$ cat src/rtl/wide_add_pkg.sv
// Shared types and sizing helpers for the multi-word add sequencer.
package wide_add_pkg;

    localparam int DEF_DATA_WID = 32;
    localparam int DEF_WORDS    = 4;
    localparam int DEF_ADD_LAT  = 2;

    typedef enum logic [2:0] {
        IDLE,
        ISSUE,
        WAIT,
        LAST,
        DONE
    } state_t;

    // Bits needed to hold 0..n-1, never less than one.
    function automatic int idx_w(input int n);
        int w;
        w = 1;
        while ((1 << w) < n) w++;
        return w;
    endfunction

endpackage

$ cat src/rtl/wide_add_word_sel.sv
// Picks word k out of a flattened multi-word operand; with WIDE_ADD_SUB_EN
// the word can be inverted on the way out (subtract path).
module wide_add_word_sel
    import wide_add_pkg::*;
#(
    parameter int DATA_WID = DEF_DATA_WID,
    parameter int WORDS    = DEF_WORDS,
    localparam int KW      = idx_w(WORDS)
) (
    input  logic [DATA_WID*WORDS-1:0] op,
    input  logic [KW-1:0]             k,
`ifdef WIDE_ADD_SUB_EN
    input  logic                      inv,
`endif
    output logic [DATA_WID-1:0]       word
);

    logic [DATA_WID-1:0] raw;

    assign raw = op[int'(k)*DATA_WID +: DATA_WID];

`ifdef WIDE_ADD_SUB_EN
    assign word = raw ^ {DATA_WID{inv}};
`else
    assign word = raw;
`endif

endmodule

$ cat src/rtl/wide_add_sequencer.sv
// Drives a pipelined word adder one slice at a time, LS word first, chaining
// carry-out to carry-in. Optional subtraction under WIDE_ADD_SUB_EN.
module wide_add_sequencer
    import wide_add_pkg::*;
#(
    parameter int DATA_WID = DEF_DATA_WID,
    parameter int WORDS    = DEF_WORDS,
    parameter int ADD_LAT  = DEF_ADD_LAT
) (
    input  logic                      clock,
    input  logic                      reset,
    input  logic                      in_valid,
    output logic                      in_ready,
    input  logic [DATA_WID*WORDS-1:0] in_a,
    input  logic [DATA_WID*WORDS-1:0] in_b,
    input  logic                      in_carry,
`ifdef WIDE_ADD_SUB_EN
    input  logic                      in_sub,
`endif
    output logic                      out_valid,
    input  logic                      out_ready,
    output logic [DATA_WID*WORDS-1:0] out_sum,
    output logic                      out_carry,
    output logic [DATA_WID-1:0]       adder_in1,
    output logic [DATA_WID-1:0]       adder_in2,
    output logic                      adder_carry_in,
    input  logic [DATA_WID-1:0]       adder_sum,
    input  logic                      adder_carry_out
);

    localparam int TOT = DATA_WID * WORDS;
    localparam int KW  = idx_w(WORDS);
    localparam int CW  = idx_w(ADD_LAT);

    state_t              state, state_nxt;
    logic [KW-1:0]       k, k_prev;
    logic [CW-1:0]       cnt;
    logic [TOT-1:0]      a_q, b_q;
    logic                carry_q;
    logic                k_last, k_inc, wait_end;
    logic [DATA_WID-1:0] word_a, word_b;

    assign k_last   = (k == KW'(WORDS - 1));
    assign k_prev   = k - KW'(1);
    // Counter is loaded with ADD_LAT-1 in ISSUE; leaving WAIT as it hits 0.
    assign wait_end = (cnt == CW'(1));

    assign in_ready  = (state == IDLE);
    assign out_valid = (state == DONE);

    always_ff @(posedge clock) begin
        if (reset) state <= IDLE;
        else       state <= state_nxt;
    end

    always_comb begin
        state_nxt = state;
        k_inc     = 1'b0;
        case (state)
            IDLE: if (in_valid) state_nxt = ISSUE;
            ISSUE: begin
                if (ADD_LAT == 1) begin
                    if (k_last) state_nxt = LAST;
                    else begin
                        state_nxt = ISSUE;
                        k_inc     = 1'b1;
                    end
                end else begin
                    state_nxt = WAIT;
                end
            end
            WAIT: begin
                if (wait_end) begin
                    if (k_last) state_nxt = LAST;
                    else begin
                        state_nxt = ISSUE;
                        k_inc     = 1'b1;
                    end
                end
            end
            LAST:    state_nxt = DONE;
            DONE:    if (out_ready) state_nxt = IDLE;
            default: state_nxt = IDLE;
        endcase
    end

`ifdef WIDE_ADD_SUB_EN
    logic sub_q;

    always_ff @(posedge clock) begin
        if (reset)                          sub_q <= 1'b0;
        else if (state == IDLE && in_valid) sub_q <= in_sub;
    end
`endif

    always_ff @(posedge clock) begin
        if (reset) begin
            k         <= '0;
            cnt       <= '0;
            a_q       <= '0;
            b_q       <= '0;
            carry_q   <= 1'b0;
            out_sum   <= '0;
            out_carry <= 1'b0;
        end else begin
            if (k_inc) k <= k + KW'(1);
            case (state)
                IDLE: begin
                    if (in_valid) begin
                        a_q <= in_a;
                        b_q <= in_b;
                        k   <= '0;
`ifdef WIDE_ADD_SUB_EN
                        // Two's-complement subtract: ~B plus a forced carry-in.
                        carry_q <= in_sub ? 1'b1 : in_carry;
`else
                        carry_q <= in_carry;
`endif
                    end
                end
                ISSUE: begin
                    // Result of the previous slice lands exactly as this one issues.
                    if (k != '0) out_sum[int'(k_prev)*DATA_WID +: DATA_WID] <= adder_sum;
                    cnt <= CW'(ADD_LAT - 1);
                end
                WAIT: cnt <= cnt - CW'(1);
                LAST: begin
                    out_sum[(WORDS-1)*DATA_WID +: DATA_WID] <= adder_sum;
                    out_carry <= adder_carry_out;
                end
                default: ;
            endcase
        end
    end

    wide_add_word_sel #(
        .DATA_WID (DATA_WID),
        .WORDS    (WORDS)
    ) u_sel_a (
        .op   (a_q),
        .k    (k),
`ifdef WIDE_ADD_SUB_EN
        .inv  (1'b0),
`endif
        .word (word_a)
    );

    wide_add_word_sel #(
        .DATA_WID (DATA_WID),
        .WORDS    (WORDS)
    ) u_sel_b (
        .op   (b_q),
        .k    (k),
`ifdef WIDE_ADD_SUB_EN
        .inv  (sub_q),
`endif
        .word (word_b)
    );

    // The carry chain runs straight from the adder's output register back
    // into its input register, so no extra cycle per slice.
    always_comb begin
        adder_in1      = '0;
        adder_in2      = '0;
        adder_carry_in = 1'b0;
        if (state == ISSUE) begin
            adder_in1      = word_a;
            adder_in2      = word_b;
            adder_carry_in = (k == '0) ? carry_q : adder_carry_out;
        end
    end

endmodule

$ cat config.mk
export PLATFORM = sky130hd
export DESIGN_NAME = wide_add_sequencer
export DESIGN_NICKNAME = d
export VERILOG_FILES = /design/src/rtl/wide_add_pkg.sv /design/src/rtl/wide_add_word_sel.sv /design/src/rtl/wide_add_sequencer.sv
export SDC_FILE = /design/constraint.sdc
export NUM_CORES = 1
export LEC_CHECK = 0
export CAP_MARGIN = 30
export CORE_ASPECT_RATIO = 0.7
export CORE_MARGIN = 2
export CORE_UTILIZATION = 44
export CTS_BUF_LIST = sky130_fd_sc_hd__clkbuf_8
export DETAILED_ROUTE_END_ITERATION = 7
export DONT_BUFFER_PORTS = 1
export HOLD_SLACK_MARGIN = 0.12
export PLACE_DENSITY_LB_ADDON = 0.12
export SYNTH_ARGS = -nofsm -noshare
export SYNTH_HDL_FRONTEND = slang
export SYNTH_SLANG_ARGS = --single-unit
$ cat constraint.sdc
create_clock -name clock -period 3.4 [get_ports clock]
set_clock_uncertainty 0.15 [all_clocks]
set_input_delay 0.34 -clock clock [delete_from_list [all_inputs] [get_ports clock]]
set_output_delay 0.34 -clock clock [all_outputs]
set_load 0.01 [all_outputs]
==> flow_summary.ini, run 1 <==
[cells_and_area]
fin_nets = 2596
final_core_util = 0.5791
drive_above_1_share = 0.08159
fillers = 3526
syn_to_final_growth_pct = 29.49

[worst_setup_path]
critical_path_buf_inv_count = 1
required_ps = 2910
path_cells = buf_4 > mux4_2 > and2_1
start_kind = flip-flop
cpMaxStageDelayCell = buf_4
critPathKind = flip-flop to primary output
path_delay_family = buffers and inverters
critical_path_arrival_ps = 2660
max_stage_delay_ps = 680
end_kind = primary output
crit_path_max_fanout = 46

[routing]
drc_errors = 0
routed_wl_um = 59930
firstDrtPassIters = 5
vias = 16080
ant_nets = 0
wl_per_cell_um = 20.82
first_iter_violations = 1374
post_drt_via_cell_ratio = 5.588

[yosys]
synth_ff_type = dfxtp_1
yosysUniqueCellTypes = 39
synth_top_cell_by_area = dfxtp_1
synth_most_common_cell = nand2_1
synth_area_um2 = 17190
ys_async_sr_fraction = 0
synth_cells = 2019
synth-seq-cells = 392
ys_seq_area_frac = 0.4565
yosys_warnings = 0
synth.area.top_cells = dfxtp_1 (46%), nand2_1 (12%), mux4_2 (8.4%), a21oi_1 (7.6%), nand2b_1 (3.7%)
post_synth.cell_area_avg_um2 = 8.514
synth_common_cells = nand2_1 (546), dfxtp_1 (392), a21oi_1 (260)
syn-num-nets = 2320
synth_top_area_share = 0.4565
synth_edf_count = 0

[cts]
cts_resized = 0
cts_tree = done
cts_root_buf = clkbuf_8
worstSkewPairLatency_ps = 620
clkSlewWorstSetupHoldPaths_ps = 60
cts_max_path_buffers = 3
htreeDepth = 2
numCtsBuffers = 60
clock-sinks = 392

[timing]
tightest_slew_ps = 819.5
fin_setup_tns_ps = 0
drv_slew = 0
relSlewSlack = 0.4537
layout_min_cycle_time_ps = 3153
setup_viol = 0
fin_crit_sh = 0.9274
rsz0062_at_grt = no
fmax_mhz = 317.1
hold_viol_final = 0

[status]
status = finished, final reports clean

[pwr]
p_leak_nw = 8.346
ir_worst_vdd_uv = 311.8
powerDensity_nw_per_um2 = 465.7

[grt]
first_global_vias = 16120
grt-ovfl-total = 0
grt.total_usage = 0.2866
grt_max_degree = 213
antenna_found_initial = 11
grt_pass1_wl_um = 92300

[die]
fp.dieH_um = 169.4
die_area_um2 = 40690
boundaryPins = 490
core_um2 = 38440
die_x_um = 240.2
placementRows = 60
start_util = 0.4472

[min_path]
hold_class = input pin to flip-flop

[job]
cap_violations = 0

[placement]
dpl.hpwl_um = 35080
gp_congestion = 0.8407
portBuffers = 0
==> final cells by class <==
class	count	area, µm²	area share
inverters	4	15.01	0.0006745
well taps	527	659.4	0.02962
multi-input cells	1428	8376	0.3763
clock inverters	29	121.4	0.005452
diodes	10	25.02	0.001124
repair buffers	409	4119	0.1850
clock buffers	79	1087	0.04885
flip-flops and latches	392	7856	0.3530
==> sequential cells by signal, indices dropped and copies added (netlist names) <==
register / flops
a_q: 128
b_q: 128
out_sum: 128
state: 3
k: 2
carry_q: 1
cnt: 1
out_carry: 1
==> worst paths after layout <==
| check | from | to | slack [ps] | cells past startpoint |
|---|---|---|---|---|
| max reg2reg | state[2] | a_q[115] | 300 | 5 |
| min | in_valid | b_q[65] | 170 | 4 |
| min reg2reg | b_q[13] | b_q[13] | 300 | 2 |
| max | k[1] | adder_in2[2] | 250 | 3 |
==> tightest hold or removal path, delay by kind of cell <==
kind | cells | cell delay [ps]
and+or+nand+nor | 2 | 250
AOI/OAI and AO/OA | 1 | 50
buffers and inverters | 1 | 190
==> cells in the final DEF (no fill, tap or decap), types with 2 or more instances in the layout <==
master           n
diode_2         10
nor4b_4          2
nand4_1         96
mux2i_1          3
nand2_1        546
a21oi_1        260
o21ai_0         49
dfxtp_1        389
buf_4           21
ha_1             7
dlygate4sd3_1  381
buf_12           6
inv_1           26
o31ai_1          2
or4_1            2
nor3b_4          2
clkinv_2         6
nor2_1           2
clkbuf_8        79
o21ai_1         47
a41oi_1         32
dfxtp_4          2
mux4_2          64
nand2b_1       103
nor2b_1         33
nand3b_1        34
and2_1          67
nand3_1         64
==> metrics by stage <==
step	cell area [µm²]	hold WS [ps]	power, mW	std cells	setup WS [ps]
3_5_place_dp	17180	293.1	6.019	2378	802.5
2_1_floorplan	17190	283.1	5.895	2019	890.2
4_1_cts	22230	155.2	10.41	2868	144.4
6_report	22260	169.4	10.37	2878	246.9
5_1_grt	22250	172.8	10.82	2876	65.93
3_3_place_gp	17180	285.4	5.985	2378	833.6
==> report_power, final <==
group	internal, mW	switching [mW]
logic	0.696	0.679
registers	4.85	0.181
clock network	2.06	1.90
total	7.61	2.76
==> routing by layer <==
layer | vias up | GRT usage | wire length, µm
met5 | - | 0 | 38
met4 | 2 | 0.1107 | 2358
met3 | 159 | 0.08295 | 5435
met2 | 682 | 0.4426 | 26700
met1 | 7754 | 0.3794 | 25390
li1 | 7484 | - | -
==> cell families (layout without fill, tap and decap cells) <==
family,Yosys count,count (layout),synth area share
adder cells (fa/ha/maj),7,7,0.005095
multiplexers,68,68,0.08626
flip-flops,392,392,0.4565
buffers and inverters,199,521,0.05932
other,0,10,0
AO/OA/AOI/OAI,393,393,0.1222
AND/OR/NAND/NOR,960,960,0.2706
==> what timing repair did <==
action,in CTS,in global routing
setup buffers,0,0
hold buffers,382,0
hold endpoints to repair,392,0
endpoints found under the setup margin,0,0
Note: power is estimated with default switching activity, not from simulation.
==> run 2: changes to the inputs <==
--- a/config.mk
+++ b/config.mk
@@ -14,6 +14,7 @@
 export DONT_BUFFER_PORTS = 1
 export HOLD_SLACK_MARGIN = 0.12
 export PLACE_DENSITY_LB_ADDON = 0.12
+export REMOVE_ABC_BUFFERS = 1
 export SYNTH_ARGS = -nofsm -noshare
 export SYNTH_HDL_FRONTEND = slang
 export SYNTH_SLANG_ARGS = --single-unit
==> run 2 against run 1 <==
Cell count rose by 3.1%. Die area did not move. Critical path depth rose by 2. Via count rose by 3.4%. Clock-buffer cell count fell by 12. Combinational power rose by 9%. Sequential share of layout area fell by 1.2 points. Register-to-register slack got worse by 40 ps. Power fell by 1.2%. Core utilization rose by 2.1 points. Non-clock buffer count rose by 92. Critical endpoint is now b_q[123]. Largest power group unchanged.
==> flow_summary.ini, run 2 (synthesis results as in run 1) <==
[timing]
hold_viol_final = 0
drv_slew = 0
setup_viol = 0
tightest_slew_ps = 918.4
rsz0062_at_grt = no
relSlewSlack = 0.3877
fin_crit_sh = 0.9244
fmax_mhz = 318.2
layout_min_cycle_time_ps = 3143

[worst_setup_path]
critical_path_arrival_ps = 3540
start_kind = flip-flop
end_kind = flip-flop
r2r-end = b_q[123]
rr_worst_depth = 5
crit_path_max_fanout = 60
r2r_slack_ps = 260
critPathKind = flip-flop to flip-flop
crit_start = state[2]
r2r_start = state[2]
required_ps = 3800

[min_path]
min_from = in_valid
hold_class = input pin to flip-flop
hold_path_end = b_q[41]
min_path_cells = 4

[placement]
dpl.hpwl_um = 34570
portBuffers = 0
post_dp_cell_area_um2 = 17200
gp_congestion = 0.8088

[cts]
cts_max_path_buffers = 3
clkSlewWorstSetupHoldPaths_ps = 70
htreeDepth = 2
clock-sinks = 392
cts_root_buf = clkbuf_8
worstSkewPairLatency_ps = 620
cts_tree = done
cts_setup_buffers = 0
numCtsBuffers = 61

[cells_and_area]
fillers = 3358
syn_to_final_growth_pct = 34.21
fin_nets = 2689
drive_above_1_share = 0.07401
fin_area_um2 = 23070
final_core_util = 0.6002
layout_common_cells = nand2_1 (546), dlygate4sd3_1 (471), dfxtp_1 (388)
reg.largest.list = a_q: 128 flops, b_q: 128 flops, out_sum: 128 flops
final_common_cell = nand2_1
multi_input_area_um2 = 8376
seq_area_um2 = 7858

[grt]
grt_max_degree = 258
antenna_found_initial = 7
first_global_vias = 16880
grt-ovfl-total = 0
grt_pass1_wl_um = 93000
grt.total_usage = 0.2879

[routing]
m1WireLength_um = 25000
ant_nets = 0
top_layer_used = met4
first_iter_violations = 1078
wl_met3_um = 5008
wl_met2_um = 28020
wl_per_cell_um = 20.53
drc_errors = 0
firstDrtPassIters = 5
post_drt_via_cell_ratio = 5.606
vias = 16630
routed_wl_um = 60880

[die]
die_x_um = 240.2
core_um2 = 38440
fp.dieH_um = 169.4
start_util = 0.4472
die_area_um2 = 40690
placementRows = 60
boundaryPins = 490

[pwr]
p_leak_nw = 8.803
powerDensity_nw_per_um2 = 443.8
ir_worst_vdd_uv = 291.3

[status]
status = finished, final reports clean

[job]
cap_violations = 0
==> run 2: cell types whose count changed in the layout (fill, tap and decap cells not counted), sizes merged <==
cell / previous run / this run
buf: 28 / 30
bufinv: 0 / 1
clkbuf: 79 / 67
clkinv: 6 / 3
clkinvlp: 0 / 1
diode: 10 / 7
dlygate4sd3: 381 / 471
inv: 27 / 39
==> run 2: critical path, cell delays in order (launching register included) <==
cell and delay, ps:
dfxtp_1 760, or4b_4 760, buf_12 340, nand2_1 100
a21oi_1 250, dlygate4sd3_1 650
==> run 2: worst max-delay path by stage <==
stage                          end  slack, ps
floorplan                   a_q[0]      -8190
global placement    adder_carry_in        690
detailed placement    adder_in2[8]        700
CTS                 adder_carry_in        140
global route               a_q[26]        140
finish                    b_q[123]        260
==> run 2: metrics by stage <==
step,instances,setup TNS (ps),power [mW],setup slack [ps],hold WS (ps)
after CTS,2959,0,10.27,141.1,138.6
final,2966,0,10.24,257.0,186.5
after detailed placement,2380,0,6.017,700.2,292.7
after global placement,2380,0,5.982,685.4,288.2
after global routing,2966,0,10.70,141.6,143.7
after floorplan,1824,-2634660,5.832,-8194,259.1
==> run 2: per-layer routing <==
metal  vias to the layer above  track usage
met1                      7980       0.3678
met4                         0       0.1388
li1                       7671            -
met3                       204      0.06750
met5                         -            0
met2                       771       0.4603
==> run 2: area by class of cell <==
type                       count  area share
timing repair buffer         501      0.2184
multi-input combinational   1428      0.3631
tap                          527     0.02858
inverter                       4   0.0006508
clock inverter                40    0.007973
clock buffer                  67     0.03997
sequential                   392      0.3406
antenna                        7   0.0007593
==> run 2: repair_timing <==
| action | CTS | global route |
|---|---|---|
| resized for setup | 1 | 1 |
| hold endpoints to repair | 392 | 0 |
| hold buffers | 472 | 0 |
| endpoints found under the setup margin | 2 | 1 |
==> run 2: where the power goes <==
group / switching (mW) / internal, mW / total, mW
sequential: 0.176 / 4.85 / 5.03
clock: 1.87 / 1.86 / 3.73
combinational: 0.705 / 0.780 / 1.49
